## config.mk

```make
export PLATFORM = sky130hd
export DESIGN_NAME = mem_access_stage
export DESIGN_NICKNAME = d
export VERILOG_FILES = /design/src/rtl/mem_access_stage.sv
export SDC_FILE = /design/constraint.sdc
export NUM_CORES = 1
export LEC_CHECK = 0
export CAP_MARGIN = 20
export CORE_ASPECT_RATIO = 1.25
export CORE_MARGIN = 2
export CORE_UTILIZATION = 40
export DETAILED_ROUTE_END_ITERATION = 16
export PLACE_DENSITY = 0.77
export SKIP_LAST_GASP = 1
export SLEW_MARGIN = 20
export SYNTH_ARGS = -nofsm -noshare
export SYNTH_HDL_FRONTEND = slang
export SYNTH_SLANG_ARGS = --single-unit
```

## constraint.sdc

```tcl
create_clock -name clk -period 1.6 [get_ports clk]
set_input_delay 0.32 -clock clk [delete_from_list [all_inputs] [get_ports clk]]
set_output_delay 0.32 -clock clk [all_outputs]
set_load 0.005 [all_outputs]
```

## src/rtl/mem_access_stage.sv

```systemverilog
// Memory stage of the 16-bit pipeline: request/done handshake with data memory, global stall,
// misalignment flag and dump forwarding. Optional watchdog enabled by defining MEM_TIMEOUT_EN.
module mem_access_stage #(
  parameter int ADDR_W         = 16,
  parameter int TIMEOUT_CYCLES = 64
) (
  input  logic              clk,
  input  logic              rst,
  input  logic [15:0]       EXMem_alu_out,
  input  logic [15:0]       EXMem_write_data,
  input  logic              EXMem_DMemEn,
  input  logic              EXMem_DMemWrite,
  input  logic              EXMem_DMemDump,
  input  logic [15:0]       mem_rdata,
  input  logic              mem_done,
  output logic [ADDR_W-1:0] mem_addr,
  output logic [15:0]       mem_wdata,
  output logic              mem_rd,
  output logic              mem_wr,
  output logic [15:0]       Mem_read_data,
  output logic              Mem_stall,
  output logic              Mem_err,
  output logic              Mem_DMemDump
);

  typedef enum logic [1:0] {IDLE, BUSY, DONE} state_t;

  state_t            r_state;
  state_t            w_next_state;
  logic [ADDR_W-1:0] r_mem_addr;
  logic [15:0]       r_mem_wdata;
  logic              r_mem_rd;
  logic              r_mem_wr;
  logic [15:0]       r_hold;
  logic              r_timeout_err;
  logic              w_misaligned;
  logic              w_start;
  logic              w_done;
  logic              w_timeout;

  assign w_misaligned = EXMem_DMemEn && EXMem_alu_out[0];
  assign w_start      = (r_state == IDLE) && EXMem_DMemEn && !EXMem_alu_out[0];
  assign w_done       = (r_state == BUSY) && mem_done;

`ifdef MEM_TIMEOUT_EN
  localparam int CW = $clog2(TIMEOUT_CYCLES + 1);
  logic [CW-1:0] r_count;

  always_ff @(posedge clk or negedge rst) begin
    if (!rst) begin
      r_count <= '0;
    end else if (w_start) begin
      r_count <= '0;
    end else if (r_state == BUSY) begin
      r_count <= r_count + CW'(1);
    end
  end

  // The counter reads TIMEOUT_CYCLES-1 during the last permitted BUSY cycle; a done there still wins.
  assign w_timeout = (r_state == BUSY) && !mem_done && (r_count == CW'(TIMEOUT_CYCLES - 1));
`else
  assign w_timeout = 1'b0;
`endif

  always_ff @(posedge clk or negedge rst) begin
    if (!rst) begin
      r_state <= IDLE;
    end else begin
      r_state <= w_next_state;
    end
  end

  always_comb begin
    w_next_state  = r_state;
    Mem_stall     = 1'b0;
    Mem_err       = 1'b0;
    Mem_DMemDump  = 1'b0;
    Mem_read_data = r_hold;
    case (r_state)
      IDLE: begin
        if (w_start) begin
          w_next_state = BUSY;
          Mem_stall    = 1'b1;
        end else begin
          Mem_DMemDump = EXMem_DMemDump;
        end
        if (w_misaligned) begin
          Mem_err       = 1'b1;
          Mem_read_data = '0;
        end
      end
      BUSY: begin
        Mem_stall = 1'b1;
        if (w_done || w_timeout) begin
          w_next_state = DONE;
        end
      end
      DONE: begin
        Mem_err      = r_timeout_err;
        w_next_state = IDLE;
      end
      default: w_next_state = IDLE;
    endcase
    // Combinational outputs are forced quiet while reset is held, even if an access is presented.
    if (!rst) begin
      Mem_stall     = 1'b0;
      Mem_err       = 1'b0;
      Mem_DMemDump  = 1'b0;
      Mem_read_data = '0;
    end
  end

  always_ff @(posedge clk or negedge rst) begin
    if (!rst) begin
      r_mem_addr    <= '0;
      r_mem_wdata   <= '0;
      r_mem_rd      <= 1'b0;
      r_mem_wr      <= 1'b0;
      r_hold        <= '0;
      r_timeout_err <= 1'b0;
    end else begin
      case (r_state)
        IDLE: begin
          if (w_start) begin
            r_mem_addr  <= ADDR_W'(EXMem_alu_out);
            r_mem_wdata <= EXMem_write_data;
            r_mem_rd    <= !EXMem_DMemWrite;
            r_mem_wr    <= EXMem_DMemWrite;
          end
        end
        BUSY: begin
          if (w_done) begin
            r_mem_rd <= 1'b0;
            r_mem_wr <= 1'b0;
            if (r_mem_rd) begin
              r_hold <= mem_rdata;
            end
          end else if (w_timeout) begin
            r_mem_rd      <= 1'b0;
            r_mem_wr      <= 1'b0;
            r_hold        <= '0;
            r_timeout_err <= 1'b1;
          end
        end
        DONE: begin
          r_timeout_err <= 1'b0;
        end
        default: begin
          r_mem_rd <= 1'b0;
          r_mem_wr <= 1'b0;
        end
      endcase
    end
  end

  assign mem_addr  = r_mem_addr;
  assign mem_wdata = r_mem_wdata;
  assign mem_rd    = r_mem_rd;
  assign mem_wr    = r_mem_wr;

endmodule

```

# Yosys cells after proc, flatten, opt, wreduce, memory -nomap -nowiden

Index checks and enable logic that the tools add are counted.
W data, S select, Z words.

Input bits: 54
Flip-flop bits (word level): 52
Logic and storage cells: 42
Output and inout bits: 53

Bitwise operators: 1
Reduce and logical (&&, ||, !) cells: 11
Mux-type cells: 20
Eq/ne operators: 4

Operators by type and width:

| operator             | count |
|---|---|
| $mux W16             | 3 |
| $mux W1              | 11 |
| $pmux W1 S3          | 2 |
| $reduce_and A3 Y1    | 2 |
| $logic_and A1 B1 Y1  | 4 |
| $mux W2              | 2 |
| $ne A2 B2 Y1 const B | 2 |
| $pmux W2 S2          | 1 |
| $reduce_and A2 Y1    | 2 |
| $eq A2 B1 Y1 const B | 1 |
| $eq A2 B2 Y1 const B | 1 |
| $logic_not A1 Y1     | 2 |
| $logic_not A2 Y1     | 1 |
| $pmux W1 S2          | 1 |
| $not A1 Y1           | 1 |

# Longest topological paths before layout

Gate-level depths: netlist of the first run.

Depth in word-level cells: 6
Gate-level depth with buffers: 5
Depth with buffers taken out: 3

# Least setup slack after synthesis of the first run

Ideal clock, no wire load.

Path type: register to register
From: reg r_state[1]
To: reg r_mem_addr[10], in the netlist mem_addr[10]
Setup slack: 0.170 ns
Stages on the path, launching flop included: 6
Arrival time: 1.313 ns
Path buffers: 2
Setup time: 0.117 ns
Clock period less this slack: 1.430 ns
Data required time: 1.483 ns
Cell sequence: dfrtp_1 -> or4b_1 -> buf_2 -> buf_6 -> nand2_1 -> nand2_1

Longest elaborated chain between the ends: 4

RTL lines:

| item                              | RTL line | text |
|---|---|---|
| start: declaration                | 28       | `state_t r_state;` |
| start signal: assignment          | 69       | `r_state <= w_next_state;` |
| $logic_not A2 Y1 (*)              | 42, 122  |  |
| $logic_and A1 B1 Y1 (2 in series) | 42       | `assign w_start = (r_state == IDLE) && EXMem_DMemEn && !EXMem_alu_out[0];` |
| $reduce_and A2 Y1 (no line) (*)   | n/a      |  |
| end signal: assignment            | 125      | `r_mem_addr <= ADDR_W'(EXMem_alu_out);` |
| end: declaration                  | 30       | `logic [ADDR_W-1:0] r_mem_addr;` |

Mark *: on every way between the ends. The rest lies on a longest branch, timed or not.
A chain may end at the register's enable or synchronous reset.

# Worst setup path after layout of the first run

From: reg r_state[0]
To: out Mem_read_data[0]

Longest elaborated chain between the ends: 3

RTL lines:

| item             | RTL line | text |
|---|---|---|
| $logic_not A2 Y1 | 79       | `case (r_state)` |
| $mux W16         | 79       |  |
| $mux W16         | 105      | `if (!rst) begin` |
| end: declaration | 20       | `output logic [15:0] Mem_read_data,` |

Every way passes these cells.

==> results.sh, run 1 <==
export IMPL_post_drt_via_cell_ratio=4.64
export IMPL_r2r_slack_ns=0
export IMPL_clock_sinks=52
export IMPL_worstPathMaxFanout=8
export IMPL_r2r_end="mem_wr$_DFFE_PN0P_"
export IMPL_initial_core_util_pct=41.7
export IMPL_hp_class="input pin to asynchronous set/reset pin"
export IMPL_synth_common_cells="95 x nand2_1, 52 x dfrtp_1, 17 x and2_1"
export IMPL_synth_seq_cells=52
export IMPL_cts_max_level=2
export IMPL_p_seq_share_pct=42.0
export IMPL_min_period_ns=1.91
export IMPL_synth_yosys_warnings=0
export IMPL_startpoint_type="flip-flop"
export IMPL_syn_nets=261
export IMPL_worstPathRequired_ns=1.28
export IMPL_clockBufferDepth=2
export IMPL_chipHeight_um=85.6
export IMPL_busiest_layer="met2"
export IMPL_p_switching_uw=1100
export IMPL_dp_hpwl_mm=3.80
export IMPL_fin_nets=385
export IMPL_grt_max_degree=23
export IMPL_met3_usage_pct=4.82
export IMPL_violations="negative setup slack"
export IMPL_cts_buffers=5
export IMPL_synth_top_flop_cell="dfrtp_1"
export IMPL_n_antenna_cell=0
export IMPL_design_area_um2=3610
export IMPL_cts_hold_buf=0
export IMPL_clk_pin_slew_ns=0.10
export IMPL_vias=1828
export IMPL_cap_violations=0
export IMPL_fmax_ghz=0.524
export IMPL_finalCritPeriodShare_pct=119
export IMPL_wl_per_cell_um=13.6
export IMPL_clk_latency_ns=0.30
export IMPL_yosysUniqueCellTypes=22
export IMPL_pwr_share_clk_pct=26.3
export IMPL_die_w_um=69.3
export IMPL_io_pins=107
export IMPL_p_int_uw=3460
export IMPL_antenna_found_initial=0
export IMPL_seqCellArea_um2=1300
export IMPL_arrival_ns=1.59
export IMPL_maxSlewHeadroom_pct=81.8
export IMPL_pwr_share_comb_pct=31.7
export IMPL_final_max_slew_viol_count=0
export IMPL_grt_pass1_vias=1854
export IMPL_p_total_uw=4560
export IMPL_globalRouteMet1Util_pct=23.7
export IMPL_row_count=29
export IMPL_hold_ws_ns=0.0104
export IMPL_crit_type="flip-flop to output port"
export IMPL_cts_root_buf="clkbuf_8"
export IMPL_power_density_nw_per_um2=1270
export IMPL_syn2layout_area_growth_pct=69.1
export IMPL_synth_most_common_cell="nand2_1"
export IMPL_core_region_area_um2=5120
export IMPL_synth_cells=207
export IMPL_synth_area_leaders="dfrtp_1 61%, nand2_1 17%, mux2_2 8.5%, and2_1 5.0%, buf_6 1.6%"
export IMPL_fillers=404
export IMPL_portBuffers=106
export IMPL_status="finished, violations left"
export IMPL_rr_worst_depth=5
export IMPL_swShare_pct=24.1
export IMPL_setup_slack_ns=-0.310
export IMPL_yosys_area_top_type="dfrtp_1"
export IMPL_endpoint_kind="output port"
export IMPL_cts_tree="yes"
export IMPL_grt_pass1_wl_mm=8.66
export IMPL_gp_congestion=0.714
export IMPL_finClkSkew_ns=0.0117
export IMPL_grt_util_all_layers_pct=18.2
export IMPL_synthesis_area_um2=2130
export IMPL_drt_iter0_drc=48
export IMPL_tns_ns=-3.95
export IMPL_hold_viol_final=0
export IMPL_synthArstFlopShare_pct=100
export IMPL_setup_violations=18
export IMPL_drtPass1Iterations=4
export IMPL_gr_total_overflow=0
export IMPL_drive_gt1_share_pct=24.1
export IMPL_drtAntennaViolNets=0
export IMPL_routed_wl_mm=5.34
export IMPL_ir_drop_uv=746
export IMPL_synthDominantCellAreaShare_pct=61.0
export IMPL_synth_edff_count=0
export IMPL_worst_slew_pin_slew_ns=0.273
export IMPL_synth_seq_area_share_pct=61.0
export IMPL_dieArea_um2=5930
export IMPL_post_dp_cell_area_um2=3310
export IMPL_rsz0062_at_grt="yes"
export IMPL_crit_reg2reg_launch="r_state[0]$_DFFE_PN0P_"
export IMPL_syn_avg_cell_area_um2=10.3
export IMPL_met2_usage_pct=31.0
export IMPL_drcViolationCount=0
export IMPL_power_leakage_uw=0.00177
export IMPL_multi_input_area_um2=818
-- cell type report --
| type | instances | area share (%) |
|---|---|---|
| Sequential cell | 52 | 36.1 |
| Timing Repair Buffer | 125 | 34.5 |
| Multi-Input combinational cell | 145 | 22.7 |
| Clock inverter | 3 | 2.50 |
| Tap cell | 62 | 2.15 |
| Clock buffer | 5 | 1.91 |
| Inverter | 2 | 0.208 |
-- power groups by stage --
stage                     Combinational (uW)  Sequential [uW]  Clock, uW
after floorplan                          493             1910          0
after global placement                  1350             1910          0
after detailed placement                1390             1930          0
after global routing                    1580             1960       1290
after CTS                               1400             1910       1230
final                                   1450             1920       1200
-- state kept, by name, indices dropped and copies added, names as in the netlist --
name	flops
mem_addr	16
mem_wdata	16
r_hold	16
r_state	2
mem_rd	1
mem_wr	1
-- cells in the final DEF (no fill, tap or decap), types with 2 or more instances in the layout --
cell type	count
mux2_2	16
clkbuf_2	2
dfrtp_1	52
bufinv_16	3
dlygate4sd2_1	2
inv_1	2
buf_4	9
o211ai_1	2
nand2_1	95
buf_2	10
clkbuf_16	2
and2_4	11
clkbuf_8	5
nor2_1	3
buf_12	3
buf_6	12
and2_1	6
clkdlybuf4s50_1	84
-- critical path, cell delays in order, from the launching register on --
cell and delay, ns:
dfrtp_1 0.39, nand3b_1 0.24, o21a_2 0.31, buf_6 0.12
and2_4 0.12, buf_6 0.10
-- routing by layer --
layer | vias to the layer above | wire length, um
li1 | 898 | -
met1 | 850 | 2200
met2 | 72 | 2750
met3 | 8 | 346
met4 | 0 | 48
met5 | - | 0
-- cell families after synthesis --
kind of cell	after synthesis	synth area share [%]
buffers and inverters	11	3.40
muxes	16	8.45
and+or+nand+nor	122	25.2
DFF	52	61.0
AOI/OAI and AO/OA	6	1.88
-- through the flow --
step	cells	utilization (%)	setup WS (ns)
after global routing	394	70.5	-0.370
after floorplan	207	-	0.170
after CTS	392	68.7	-0.305
final	394	70.5	-0.310
after global placement	378	64.7	-0.709
after detailed placement	378	64.7	-0.753
-- worst max-delay path by stage --
| stage | start | endpoint | slack, ns | cells after the start |
|---|---|---|---|---|
| finish | r_state[0]$_DFFE_PN0P_ | Mem_read_data[0] | -0.31 | 5 |
| global route | r_state[0]$_DFFE_PN0P_ | Mem_read_data[0] | -0.37 | 5 |
| CTS | r_state[0]$_DFFE_PN0P_ | Mem_read_data[0] | -0.30 | 5 |
| detailed placement | EXMem_alu_out[0] | Mem_read_data[2] | -0.75 | 5 |
| global placement | EXMem_alu_out[0] | Mem_read_data[1] | -0.71 | 5 |
| floorplan | r_state[1]$_DFFE_PN0P_ | mem_addr[10]$_DFFE_PN0P_ | 0.17 | 5 |
-- what timing repair did --
item,in CTS,in global routing
buffers inserted,6,1
setup endpoints to repair,22,53
resized for setup,92,17
pin swaps,18,5
gates cloned,1,2
Power figures use the tool's default switching activity.
==> run 2: changes to the inputs <==
--- a/config.mk
+++ b/config.mk
@@ -8,9 +8,9 @@
 export CAP_MARGIN = 20
 export CORE_ASPECT_RATIO = 1.25
 export CORE_MARGIN = 2
-export CORE_UTILIZATION = 40
+export CORE_UTILIZATION = 43
 export DETAILED_ROUTE_END_ITERATION = 16
-export PLACE_DENSITY = 0.77
+export PLACE_DENSITY = 0.89
 export SKIP_LAST_GASP = 1
 export SLEW_MARGIN = 20
 export SYNTH_ARGS = -nofsm -noshare
==> constraint.sdc (replaced) <==
create_clock -name clk -period 2.4 [get_ports clk]
set_input_delay 0.48 -clock clk [delete_from_list [all_inputs] [get_ports clk]]
set_output_delay 0.48 -clock clk [all_outputs]
set_load 0.005 [all_outputs]
==> run 2 against run 1 <==
Compared with the run above: the run now ends clean; power shrank 42%; register-to-register slack improved by 0.71 ns; global-route usage rose by 0.92 points; worst setup slack better by 0.41 ns; final area decreased by 6.3%; clock skew is 0.0078 ns lower; wire length decreased by 6.3%; sequential share of layout area is 2.4 points higher; cell count shrank 2.3%; via count fell by 1.9%; critical path type is now input pin to output port.
==> results.sh, run 2 (synthesis gave the netlist of run 1 again) <==
export IMPL_drt_iter0_drc=77
export IMPL_startpoint_type="input pin"
export IMPL_dp_hpwl_mm=3.87
export IMPL_power_leakage_uw=0.00168
export IMPL_wl_per_cell_um=13.0
export IMPL_cts_tree="yes"
export IMPL_finClkSkew_ns=0.00396
export IMPL_grt_util_all_layers_pct=19.1
export IMPL_p_total_uw=2630
export IMPL_cts_max_level=2
export IMPL_worstPathMaxFanout=10
export IMPL_clockBufferDepth=2
export IMPL_post_dp_cell_area_um2=3300
export IMPL_clk_latency_ns=0.29
export IMPL_grt_pass1_wl_mm=7.82
export IMPL_routed_wl_mm=5.01
export IMPL_finalCritPeriodShare_pct=96.0
export IMPL_p_switching_uw=689
export IMPL_io_pins=107
export IMPL_die_w_um=67.0
export IMPL_hold_viol_final=0
export IMPL_chipHeight_um=82.7
export IMPL_vias=1794
export IMPL_cts_root_buf="clkbuf_8"
export IMPL_antenna_found_initial=0
export IMPL_clk_pin_slew_ns=0.08
export IMPL_clock_sinks=52
export IMPL_design_area_um2=3380
export IMPL_ir_drop_uv=599
export IMPL_n_antenna_cell=0
export IMPL_worstPathRequired_ns=1.92
export IMPL_status="completed"
export IMPL_power_density_nw_per_um2=779
export IMPL_worst_path_buf_inv=3
export IMPL_arrival_ns=1.82
export IMPL_worst_slew_pin_slew_ns=0.469
export IMPL_layout_commonest_cell="nand2_1"
export IMPL_drcViolationCount=0
export IMPL_pwr_share_clk_pct=18.7
export IMPL_maxSlewHeadroom_pct=68.8
export IMPL_hold_ws_ns=0.156
export IMPL_cap_violations=0
export IMPL_drive_gt1_share_pct=12.0
export IMPL_core_region_area_um2=4760
export IMPL_drtAntennaViolNets=0
export IMPL_crit_type="input pin to output port"
export IMPL_p_int_uw=1940
export IMPL_row_count=28
export IMPL_max_stage_delay_ns=0.48
export IMPL_final_max_slew_viol_count=0
export IMPL_rsz0062_at_grt="no"
export IMPL_path_delay_family="buffers and inverters"
export IMPL_pwr_share_comb_pct=33.0
export IMPL_final_util_pct=70.9
export IMPL_cts_hold_buf=0
export IMPL_grt_pass1_vias=1805
export IMPL_initial_core_util_pct=44.7
export IMPL_syn2layout_area_growth_pct=58.5
export IMPL_setup_violations=0
export IMPL_p_seq_share_pct=48.3
export IMPL_endpoint_kind="output port"
export IMPL_instances_no_fill=385
export IMPL_fillers=370
export IMPL_post_drt_via_cell_ratio=4.66
export IMPL_gp_congestion=0.717
export IMPL_portBuffers=106
export IMPL_fin_nets=378
export IMPL_crit_chain="clkdlybuf4s50_1 > nand3b_1 > o21a_1 > buf_4 > and2_1 > dlygate4sd2_1"
export IMPL_min_period_ns=2.30
export IMPL_grt_max_degree=39
export IMPL_drtPass1Iterations=4
export IMPL_gr_total_overflow=0
export IMPL_hp_class="input pin to asynchronous set/reset pin"
export IMPL_dieArea_um2=5540
export IMPL_cts_buffers=5
export IMPL_layout_common_cells="95 x nand2_1, 87 x clkdlybuf4s50_1, 52 x dfrtp_1"
export IMPL_place_inst=376
export IMPL_slowest_stage="clkdlybuf4s50_1"
export IMPL_fmax_ghz=0.434
export IMPL_swShare_pct=26.2
[run 2: cell count changes in the layout (fill, tap and decap cells not counted), sizes merged]
cell,previous run,this run
buf,34,14
dlygate4sd2,2,17
bufinv,3,0
clkdlybuf4s50,84,87
clkbuf,9,8
clkdlybuf4s15,1,0
dlymetal6s2s,0,1
o21a,2,1
[run 2: path summary, 6_finish.rpt]
check	slack (ns)	endpoint	from	cells past startpoint
hold / removal	0.16	r_state[1]$_DFFE_PN0P_	rst	2
hold reg to reg	0.47	mem_addr[10]$_DFFE_PN0P_	mem_addr[10]$_DFFE_PN0P_	2
setup / recovery	0.1	Mem_read_data[6]	EXMem_DMemEn	6
setup reg to reg	0.71	mem_addr[1]$_DFFE_PN0P_	r_state[0]$_DFFE_PN0P_	5
max in group asynchronous	1.52	r_hold[13]$_DFFE_PN0P_	rst	3
min in group clk	0.47	mem_addr[10]$_DFFE_PN0P_	mem_addr[10]$_DFFE_PN0P_	2
[run 2: routing by layer]
metal	vias to the layer above	wire [um]	GRT usage [%]	part of all wire, %
met1	848	1910	20.3	38
met4	0	8	6.73	0.16
met3	2	422	5.15	8.4
li1	881	-	-	-
met2	63	2660	35.9	53
met5	-	0	0	0
[run 2: metrics by stage]
| stage | setup slack, ns | setup TNS, ns |
|---|---|---|
| floorplan | 0.811 | 0 |
| global placement | -0.0716 | -1.01 |
| detailed placement | -0.100 | -1.54 |
| CTS | 0.0335 | 0 |
| global route | 0.0226 | 0 |
| finish | 0.0961 | 0 |
[run 2: power by group through the flow]
stage / sequential (uW) / clock [uW] / combinational [uW]
after detailed placement: 1290 / 0 / 931
after CTS: 1270 / 507 / 891
after global routing: 1310 / 547 / 957
after floorplan: 1280 / 0 / 329
final: 1270 / 491 / 870
after global placement: 1280 / 0 / 899
[run 2: area by class of cell]
cell class / count / area (um2) / area share, %
inverter: 2 / 7.51 / 0.222
tap: 60 / 75.1 / 2.22
sequential: 52 / 1300 / 38.5
clock buffer: 8 / 90.1 / 2.67
timing repair buffer: 119 / 1130 / 33.6
multi-input combinational: 144 / 771 / 22.8
[run 2: timing repair]
action / CTS / global route
endpoints found under the setup margin: 17 / 1
gates resized for setup: 18 / 1
pin swaps: 1 / 0
setup buffers: 1 / 0
gates cloned: 0 / 0
hold endpoints to repair: 0 / 0
